### config.mk
export PLATFORM = sky130hd
export DESIGN_NAME = prdec3to8_hold
export DESIGN_NICKNAME = d
export VERILOG_FILES = /design/src/rtl/prdec3to8_hold.sv
export SDC_FILE = /design/constraint.sdc
export NUM_CORES = 1
export LEC_CHECK = 0
export CAP_MARGIN = 25
export CORE_ASPECT_RATIO = 1.2
export CORE_UTILIZATION = 30
export DETAILED_ROUTE_END_ITERATION = 7
export DONT_BUFFER_PORTS = 1
export MAX_ROUTING_LAYER = met4
export PLACE_DENSITY_LB_ADDON = 0.1
export SLEW_MARGIN = 20
export SYNTH_ARGS = -nofsm -noshare
export SYNTH_HDL_FRONTEND = slang
export SYNTH_SLANG_ARGS = --single-unit
### constraint.sdc
create_clock -name clk -period 2.33 [get_ports clk]
set_clock_uncertainty 0.05 [all_clocks]
set_input_delay 0.466 -clock clk [delete_from_list [all_inputs] [get_ports clk]]
set_output_delay 0.466 -clock clk [all_outputs]
set_load 0.02 [all_outputs]
### src/rtl/prdec3to8_hold.sv
// prdec3to8_hold: re-expands a priority-encoder index into a one-hot select.
// Each select is held for HOLD cycles (or until ack), then followed by
// a one-cycle dead gap before the next request can be taken.
module prdec3to8_hold #(
  parameter int HOLD = 4,
  parameter int CW   = 8
) (
  input  logic       clk,
  input  logic       rst,
  input  logic [2:0] A,
  input  logic       Idle,
  input  logic       en,
  input  logic       ack,
  output logic [7:0] Y,
  output logic       ready,
  output logic       busy,
  output logic       done,
  output logic [2:0] code_q
);

  typedef enum logic [1:0] {
    S_IDLE = 2'd0,
    S_HOLD = 2'd1,
    S_GAP  = 2'd2
  } state_t;

  // Counter load value: a hold of HOLD cycles ends when the counter reads 0.
  localparam logic [CW-1:0] LP_CNT_INIT = CW'(HOLD - 1);

  state_t        r_state;
  state_t        w_next;
  logic [CW-1:0] r_cnt;
  logic [7:0]    r_y;
  logic          r_busy;
  logic          r_done;
  logic [2:0]    r_code;
  logic          w_accept;
  logic          w_release;
  logic [7:0]    w_onehot;

  assign w_accept  = (r_state == S_IDLE) && en && !Idle;
  // ack wins over the counter; both only matter while holding.
  assign w_release = (r_state == S_HOLD) && (ack || (r_cnt == '0));
  assign w_onehot  = 8'd1 << A;

  // State register.
  always_ff @(posedge clk) begin
    if (rst) r_state <= S_IDLE;
    else     r_state <= w_next;
  end

  // Next-state decode: idle -> hold on accept, hold -> gap on release, gap -> idle always.
  always_comb begin
    w_next = r_state;
    case (r_state)
      S_IDLE:  if (w_accept)  w_next = S_HOLD;
      S_HOLD:  if (w_release) w_next = S_GAP;
      S_GAP:   w_next = S_IDLE;
      default: w_next = S_IDLE;
    endcase
  end

  // Registered select, status flags, captured code and hold counter.
  always_ff @(posedge clk) begin
    if (rst) begin
      r_y    <= '0;
      r_busy <= 1'b0;
      r_done <= 1'b0;
      r_code <= '0;
      r_cnt  <= '0;
    end else begin
      r_done <= 1'b0;
      case (r_state)
        S_IDLE: begin
          if (w_accept) begin
            r_code <= A;
            r_y    <= w_onehot;
            r_busy <= 1'b1;
            r_cnt  <= LP_CNT_INIT;
          end
        end
        S_HOLD: begin
          if (w_release) begin
            r_y    <= '0;
            r_busy <= 1'b0;
            r_done <= 1'b1;
          end else begin
            r_cnt <= r_cnt - 1'b1;
          end
        end
        S_GAP: begin
          r_y    <= '0;
          r_busy <= 1'b0;
        end
        default: begin
          r_y    <= '0;
          r_busy <= 1'b0;
        end
      endcase
    end
  end

  // Ready is the only combinational output: new requests are taken in idle only.
  always_comb begin
    ready = (r_state == S_IDLE);
  end

  assign Y      = r_y;
  assign busy   = r_busy;
  assign done   = r_done;
  assign code_q = r_code;

endmodule

==> metrics.yaml, run 1 <==
synthToLayoutAreaGrowth_pct: 10.87
die_w_um: 53.19
async_reset_ff_share_pct: 0
r2r_cells: 6
drt_wl_total_um: 2111
cts_setup_buffers: 0
fill_cells: 310
maxCapViolCount: 0
cts_sinks: 22
yosysMostFrequentCell: "dfxtp_1"
grt_pass1_wl_um: 3422
synth_area_um2: 943.4
critPathArrivalTime_ps: 2100
hold_path.class: "primary input to flip-flop"
grt_max_degree: 15
cts_tree: "done"
synth_edf_count: 0
ir_drop_mv: 0.2659
min_from: "rst"
via_count: 751
cts_root_buffer: "clkbuf_4"
antenna_found_initial: 0
drc: 0
period_share_pct: 82.69
grt_usage_pct: 14.33
min_period_ps: 1927
cts_made_buffers: 3
setup_ws_ps: 403.3
crit_path_end_kind: "flip-flop"
rows: 21
grt_setup_unrepaired: "false"
rrSetupSlack_ps: 400
preCtsSetupSlack_ps: 392.7
drive_gt1_share_pct: 12.75
crit_required_ps: 2500
start_kind: "flip-flop"
gp_congestion: 0.6983
dp.final_hpwl_um: 1582
critical_path_peak_fanout: 8
port_buffers: 0
wl_per_cell_um: 15.52
ant_nets: 0
yosys-top-cells-area: "dfxtp_1, a21oi_1, nand2_1"
via_per_inst: 5.522
setup-tns-final_ps: 0
dr.pass1.iters: 4
netlist_instances: 98
nets: 113
hold_buffers: 0
die_y_um: 63.43
slew_violations: 0
grt-ovfl-total: 0
cts_resized: 0
core_area_mm2: 0.002890
synth.avg_cell_area_um2: 9.627
synthFlopType: "dfxtp_1"
start_util_pct: 32.64
worstHoldEndpoint: "r_state[0]$_SDFFE_PP0P_"
drt-initial-drc-count: 15
finalHoldViolations: 0
worstSkewPairLatency_ps: 310
htreeDepth: 1
grt_pass1_vias: 729
setup_viol: 0
fmax_mhz: 519.0
clockBufferDepth: 2
n_antenna_cell: 0
io_pins: 22
syn_nets: 108
ys_seq_area_share_pct: 46.68
clkTransAtPathRegs_ps: 130
synth_area_leader_cell: "dfxtp_1"
timing.rr.end: "Y[0]$_SDFFE_PP0P_"
r2r-start: "r_cnt[0]$_SDFFE_PP0P_"
power_density_mw_per_mm2: 740.9
holdPathStages: 1
max_slew_margin_pct: 63.61
leakage_nw: 0.3600
synth-seq-cells: 22
worstMarginPinSlew_ps: 543.9
crit_type: "flip-flop to flip-flop"
dieArea_mm2: 0.003374
yosysTopAreaCellShare_pct: 46.68
yosysWarnings: 0
synth_common_cells: "dfxtp_1, nand2_1, a21oi_1"
outcome: "finished clean"
post_synth_num_cell_types: 33
## through the flow
stage                     cells  total power [mW]  util [%]  instance area, µm²  hold slack [ps]
after floorplan              98            0.4722         -               943.4            408.3
after global placement      132            0.4915     34.37               993.5            438.2
after detailed placement    132            0.4905     34.37               993.5            454.7
after CTS                   136            0.7891     36.19                1046            138.2
after global routing        136            0.8180     36.19                1046            121.9
final                       136            0.7750     36.19                1046            156.9
## worst max path at each step
stage                       startpoint                     to  slack (ps)  depth (start not counted)
4_1_cts          r_cnt[0]$_SDFFE_PP0P_      Y[0]$_SDFFE_PP0P_         380                          6
2_1_floorplan  r_state[0]$_SDFFE_PP0P_  r_cnt[7]$_SDFFE_PP0P_         610                          3
5_1_grt          r_cnt[0]$_SDFFE_PP0P_      Y[0]$_SDFFE_PP0P_         260                          6
3_3_place_gp     r_cnt[0]$_SDFFE_PP0P_      Y[0]$_SDFFE_PP0P_         380                          6
6_report         r_cnt[0]$_SDFFE_PP0P_      Y[0]$_SDFFE_PP0P_         400                          6
3_5_place_dp     r_cnt[0]$_SDFFE_PP0P_      Y[0]$_SDFFE_PP0P_         390                          6
## registers in the layout, summed over array words and instances, names as in the netlist
signal / count
Y: 8
r_cnt: 8
code_q: 3
r_state: 2
done: 1
## metal layers
metal  vias up  track usage, %  part of all wire (%)
li1        384               -                     -
met1       349           18.40                    46
met2        16           21.36                    48
met3         2           2.415                   5.3
met4         0           6.908                  0.99
met5         -               -                     0
## worst max-delay path: stages, from the launching register on
cell and delay (ps):
dfxtp_1 360, inv_1 90, ha_1 190, nor3b_1 440, a21o_1 300, o2bb2ai_2 160
a22o_1 250
## where the power goes
part | switching (mW) | total [mW] | internal (mW)
Combinational | 0.0446 | 0.0757 | 0.0311
Sequential | 0.0182 | 0.406 | 0.388
Clock | 0.120 | 0.293 | 0.174
Total | 0.182 | 0.775 | 0.593
## area by class of cell
| class | instances | area, µm² | area share [%] |
|---|---|---|---|
| inverters | 5 | 18.77 | 1.794 |
| flip-flops and latches | 22 | 440.4 | 42.11 |
| well taps | 34 | 42.54 | 4.067 |
| clock inverters | 1 | 30.03 | 2.871 |
| repair buffers | 2 | 15.01 | 1.435 |
| clock buffers | 3 | 22.52 | 2.153 |
| multi-input cells | 69 | 476.7 | 45.57 |
## cell families (layout without fill, tap and decap cells)
family,count (synthesis),in the layout,synth area share (%)
simple gates,38,38,24.67
fa+ha+maj,2,2,2.652
buf+inv,7,11,2.786
compound gates,28,28,22.28
flops,22,22,46.68
xor+xnor,1,1,0.9286
## cell usage in the layout, fill, tap and decap left out, drive strengths merged, types with 2 or more instances in the layout
master	n
o2bb2ai	4
buf	2
or3	2
o21ai	2
dfxtp	22
nor4b	3
a31o	2
a32o	4
ha	2
nand2	11
nor2	7
a21oi	9
nor3	3
or4	3
inv	5
nor4	3
a211oi	3
clkbuf	3
(Power assumes the default switching activity.)
==> run 2, diff against run 1 <==
- clock period: 2.33 -> 1.7 ns (I/O delays scaled with it)
==> run 2 against run 1 <==
Net effect:
- register-to-register slack lost 390 ps
- global-route usage grew 0.70 points
- cell area grew 19%
- worst setup slack lost 390 ps
- sequential cell count is the same
- final cell count grew 12%
- die area is the same
- worst hold slack lost 130 ps
- non-clock buffer count grew 16
- largest power group unchanged
- highest routed layer unchanged
==> metrics.yaml, run 2 (synthesis results as in run 1) <==
outcome: "finished clean"  # unchanged
crit_required_ps: 1860  # was 2500 ps
die_w_um: 53.19  # unchanged
setup_viol: 0  # unchanged
mostFrequentLayoutCells: "dfxtp_1, buf_4, nand2_1"  # was dfxtp_1, nand2_1, a21oi_1
n_antenna_cell: 0  # unchanged
via_per_inst: 5.388  # was 5.522
critPathArrivalTime_ps: 1850  # was 2100 ps
crit_path_end_kind: "flip-flop"  # unchanged
dieArea_mm2: 0.003374  # unchanged
port_buffers: 0  # unchanged
critical_path_peak_fanout: 3  # was 8
cts_sinks: 22  # unchanged
grt_pass1_vias: 856  # was 729
slew_violations: 0  # unchanged
ant_nets: 0  # unchanged
nets: 129  # was 113
grt_max_degree: 15  # unchanged
finalHoldViolations: 0  # unchanged
power_density_mw_per_mm2: 903.0  # was 740.9 mW/mm²
start_kind: "flip-flop"  # unchanged
min_period_ps: 1689  # was 1927 ps
maxCapViolCount: 0  # unchanged
gp_congestion: 0.8146  # was 0.6983
grt-ovfl-total: 0  # unchanged
whs_ps: 24.33  # was 156.9 ps
start_util_pct: 32.64  # unchanged
grt_pass1_wl_um: 3657  # was 3422 µm
cp_cell_sequence: "or4_4, or4_4, a31o_1"  # was inv_1, ha_1, nor3b_1, a21o_1, o2bb2ai_2, a22o_1
clockBufferDepth: 2  # unchanged
fmax_mhz: 592.1  # was 519.0 MHz
drc: 0  # unchanged
grt_setup_unrepaired: "true"  # was false
finalPower_mw: 1.123  # was 775.0 µW
post-route-util_pct: 43.03  # was 36.19%
crit_type: "flip-flop to flip-flop"  # unchanged
leakage_nw: 0.4597  # was 0.3600 nW
cts_made_buffers: 3  # unchanged
antenna_found_initial: 0  # unchanged
die_y_um: 63.43  # unchanged
grt_usage_pct: 15.03  # was 14.33%
hold_path.class: "primary input to flip-flop"  # unchanged
drt_wl_total_um: 2259  # was 2111 µm
synthToLayoutAreaGrowth_pct: 31.83  # was 10.87%
cts_root_buffer: "clkbuf_4"  # unchanged
rows: 21  # unchanged
dr.pass1.iters: 4  # unchanged
cp_slowest_cell: "or4_4"  # was nor3b_1
core_area_mm2: 0.002890  # unchanged
grt-busiest-layer: "met2"  # unchanged
use_met1_pct: 16.34  # was 18.40%
slowest_delay_ps: 530  # was 440 ps
crit_top_cell: "or4_4"
gr-usage-met2_pct: 25.32  # was 21.36%
max_slew_margin_pct: 75.85  # was 63.61%
io_pins: 22  # unchanged
drt-initial-drc-count: 16  # was 15
htreeDepth: 1  # unchanged
clkTransAtPathRegs_ps: 140  # was 130 ps
worstMarginPinSlew_ps: 360.9  # was 543.9 ps
dp.final_hpwl_um: 1684  # was 1582 µm
cts_tree: "done"  # unchanged
ir_drop_mv: 0.4404  # was 0.2659 mV
via_count: 819  # was 751
grt_use_met3_pct: 3.865  # was 2.415%
placed_cells: 147  # was 132
period_share_pct: 99.34  # was 82.69%
drive_gt1_share_pct: 35.59  # was 12.75%
fin_cells: 152  # was 136
worstSkewPairLatency_ps: 310  # about the same
wl_per_cell_um: 14.86  # was 15.52 µm
[run 2: cell count changes in the layout (fill, tap and decap cells not counted), moves of 2 or more]
cell | previous run | this run
a21oi_1 | 9 | 7
a21oi_2 | 0 | 2
buf_4 | 2 | 17
dfxtp_1 | 22 | 17
dfxtp_2 | 0 | 5
[run 2: final timing paths]
check	from	endpoint	slack, ps	cells past startpoint
setup / recovery	r_cnt[4]$_SDFFE_PP0P_	r_cnt[7]$_SDFFE_PP0P_	10	3
setup reg to reg	r_cnt[4]$_SDFFE_PP0P_	r_cnt[7]$_SDFFE_PP0P_	10	3
hold / removal	rst	code_q[2]$_SDFFE_PP0P_	20	1
hold reg to reg	r_state[1]$_SDFFE_PP0P_	done$_SDFF_PP0_	420	1
[run 2: where the power goes]
group | internal (mW) | total, mW | switching (mW)
sequential | 0.532 | 0.552 | 0.0192
combinational | 0.0833 | 0.167 | 0.0834
clock | 0.238 | 0.405 | 0.167
total | 0.854 | 1.12 | 0.269
[run 2: final cells by class]
class,instances,area (µm²)
Clock buffer,3,22.52
Clock inverter,1,30.03
Fill cell,303,1647
Inverter,5,18.77
Multi-Input combinational cell,69,545.5
Sequential cell,22,446.7
Tap cell,34,42.54
Timing Repair Buffer,18,137.6
[run 2: what timing repair did]
action	in CTS	in global routing
hold endpoints to repair	0	4
pin swaps	2	2
hold buffers	0	1
setup endpoints to repair	13	13
buffers inserted	0	0
resized for setup	8	10
[run 2: worst max-delay path: cells and delay by family (launching register included)]
family	cells	cell delay, ps
DFF	1	340
AOI/OAI and AO/OA	1	230
and+or+nand+nor	2	980
[run 2: routing by layer]
layer	routed length, µm	vias up
li1	-	412
met1	966	392
met2	1138	13
met3	131	2
met4	23	0
met5	0	-
[run 2: stage by stage]
| step | setup TNS (ps) | instance area [µm²] | setup WS [ps] |
|---|---|---|---|
| after detailed placement | -655.7 | 1107 | -119.0 |
| after CTS | 0 | 1190 | 8.992 |
| after global placement | -1008 | 1107 | -162.4 |
| final | 0 | 1244 | 11.14 |
| after global routing | -23.18 | 1244 | -23.18 |
| after floorplan | -15.32 | 944.7 | -15.32 |
==> run 3, diff against run 2 <==
==> constraint.sdc (replaced) <==
create_clock -name clk -period 1.7 [get_ports clk]
set_clock_uncertainty 0.05 [all_clocks]
set_input_delay 0.425 -clock clk [delete_from_list [all_inputs] [get_ports clk]]
set_output_delay 0.425 -clock clk [all_outputs]
set_load 0.02 [all_outputs]
==> run 3 against run 2 <==
Net effect:
- critical path depth stayed put
- global-route usage rose by 0.67 points
- die area unchanged
- sequential share of layout area rose by 0.40 points
- first-iteration DRC count is 50% lower
- combinational power is essentially flat
- sequential power hardly changed
- count of clock-buffer cells in the layout grew 1
- final cell count increased by 0.66%
- non-clock buffer count is 1 higher
- cell area down 1.1%
- critical path type unchanged
- largest power group unchanged
==> metrics.yaml, run 3 (synthesis results as in run 1) <==
outcome: "finished clean"  # unchanged
start_util_pct: 32.64  # unchanged
slew_violations: 0  # unchanged
via_per_inst: 5.314  # was 5.388
drt-initial-drc-count: 8  # was 16
cts_tree: "done"  # unchanged
power_density_mw_per_mm2: 820.2  # was 903.0 mW/mm²
finalHoldViolations: 0  # unchanged
fmax_mhz: 591.0  # was 592.1 MHz
grt_pass1_vias: 863  # was 856
dp.final_hpwl_um: 1706  # was 1684 µm
drt_wl_total_um: 2248  # was 2259 µm
clkTransAtPathRegs_ps: 130  # was 140 ps
die_y_um: 63.43  # unchanged
drc: 0  # unchanged
grt_setup_unrepaired: "true"  # unchanged
port_buffers: 0  # unchanged
gp_congestion: 0.7623  # was 0.8146
use_met1_pct: 18.34  # was 16.34%
cts_setup_buffers: 0  # unchanged
layout_commonest_cell: "buf_4"
critical_path_peak_fanout: 3  # unchanged
cts_sinks: 22  # unchanged
synthToLayoutAreaGrowth_pct: 30.37  # was 31.83%
period_share_pct: 99.53  # was 99.34%
grt-ovfl-total: 0  # unchanged
die_w_um: 53.19  # unchanged
via_count: 813  # was 819
dr.pass1.iters: 4  # unchanged
n_antenna_cell: 0  # unchanged
worstSkewPairLatency_ps: 310  # about the same
ant_nets: 0  # unchanged
setup_ws_ps: 8.033  # was 11.14 ps
worstMarginPinSlew_ps: 371.6  # was 360.9 ps
maxCapViolCount: 0  # unchanged
wl_per_cell_um: 14.69  # was 14.86 µm
mostFrequentLayoutCells: "buf_4, dfxtp_1, nand2_1"  # was dfxtp_1, buf_4, nand2_1
preCtsSetupSlack_ps: -136.6  # was -119.0 ps
antenna_found_initial: 0  # unchanged
cts_root_buffer: "clkbuf_4"  # unchanged
stdcell_area_mm2: 0.001230  # was 0.001244 mm²
grt_max_degree: 15  # unchanged
core_area_mm2: 0.002890  # unchanged
finalPower_mw: 1.009  # was 1.123 mW
post-route-util_pct: 42.55  # was 43.03%
grt-busiest-layer: "met2"  # unchanged
fin_cells: 153  # was 152
placed_area_mm2: 0.001122  # was 0.001107 mm²
drive_gt1_share_pct: 35.29  # was 35.59%
critPathArrivalTime_ps: 1850  # about the same
setup_viol: 0  # unchanged
min_period_ps: 1692  # was 1689 ps
dieArea_mm2: 0.003374  # unchanged
grt_usage_pct: 15.70  # was 15.03%
io_pins: 22  # unchanged
start_kind: "flip-flop"  # unchanged
rows: 21  # unchanged
leakage_nw: 0.4614  # was 0.4597 nW
gr-usage-met2_pct: 25.16  # was 25.32%
nets: 130  # was 129
clockBufferDepth: 2  # unchanged
crit_type: "flip-flop to flip-flop"  # unchanged
grt_pass1_wl_um: 3808  # was 3657 µm
max_slew_margin_pct: 75.14  # was 75.85%
htreeDepth: 1  # unchanged
crit_path_end_kind: "flip-flop"  # unchanged
grt_use_met3_pct: 4.106  # was 3.865%
placed_cells: 149  # was 147
hold_path.class: "primary input to flip-flop"  # unchanged
crit_required_ps: 1860  # about the same
ir_drop_mv: 0.4825  # was 0.4404 mV
cts_made_buffers: 3  # unchanged
run 3: routing by layer:
metal / vias to the layer above / wire [µm]
li1: 414 / -
met5: - / 0
met1: 379 / 970
met2: 16 / 1133
met3: 4 / 113
met4: 0 / 31
run 3: path summary, 6_finish.rpt:
path / from / depth (start not counted) / slack, ps / end
min: rst / 1 / 110 / r_state[0]$_SDFFE_PP0P_
max reg2reg: r_cnt[4]$_SDFFE_PP0P_ / 3 / 8 / r_cnt[7]$_SDFFE_PP0P_
min reg2reg: r_state[1]$_SDFFE_PP0P_ / 1 / 420 / done$_SDFF_PP0_
max: r_cnt[4]$_SDFFE_PP0P_ / 3 / 8 / r_cnt[7]$_SDFFE_PP0P_
run 3: cell type report:
class | instances | area [µm²]
inverters | 5 | 18.77
clock buffers | 4 | 36.28
flip-flops and latches | 22 | 446.7
multi-input cells | 69 | 543.0
fillers | 297 | 1660
repair buffers | 19 | 142.6
well taps | 34 | 42.54
run 3: what timing repair did:
| item | CTS | global route |
|---|---|---|
| pin swaps | 1 | 4 |
| hold buffers | 0 | 0 |
| endpoints found under the setup margin | 13 | 16 |
| hold endpoints to repair | 0 | 0 |
| gates resized for setup | 5 | 12 |
run 3: power breakdown:
group	internal [mW]	switching, mW
Sequential	0.532	0.0193
Combinational	0.0846	0.0807
Clock	0.131	0.161
run 3: stage by stage:
stage | TNS (ps) | hold WS, ps
3_5_place_dp | -846.3 | 430.6
2_1_floorplan | -15.32 | 408.3
6_report | 0 | 107.1
3_3_place_gp | -797.6 | 437.6
5_1_grt | -56.71 | 72.50
4_1_cts | -0.3343 | 94.20
run 3: critical path: stages (launching register included):
cell and delay [ps]:
dfxtp_2 340, or4_4 530, or4_4 450, a31o_1 230
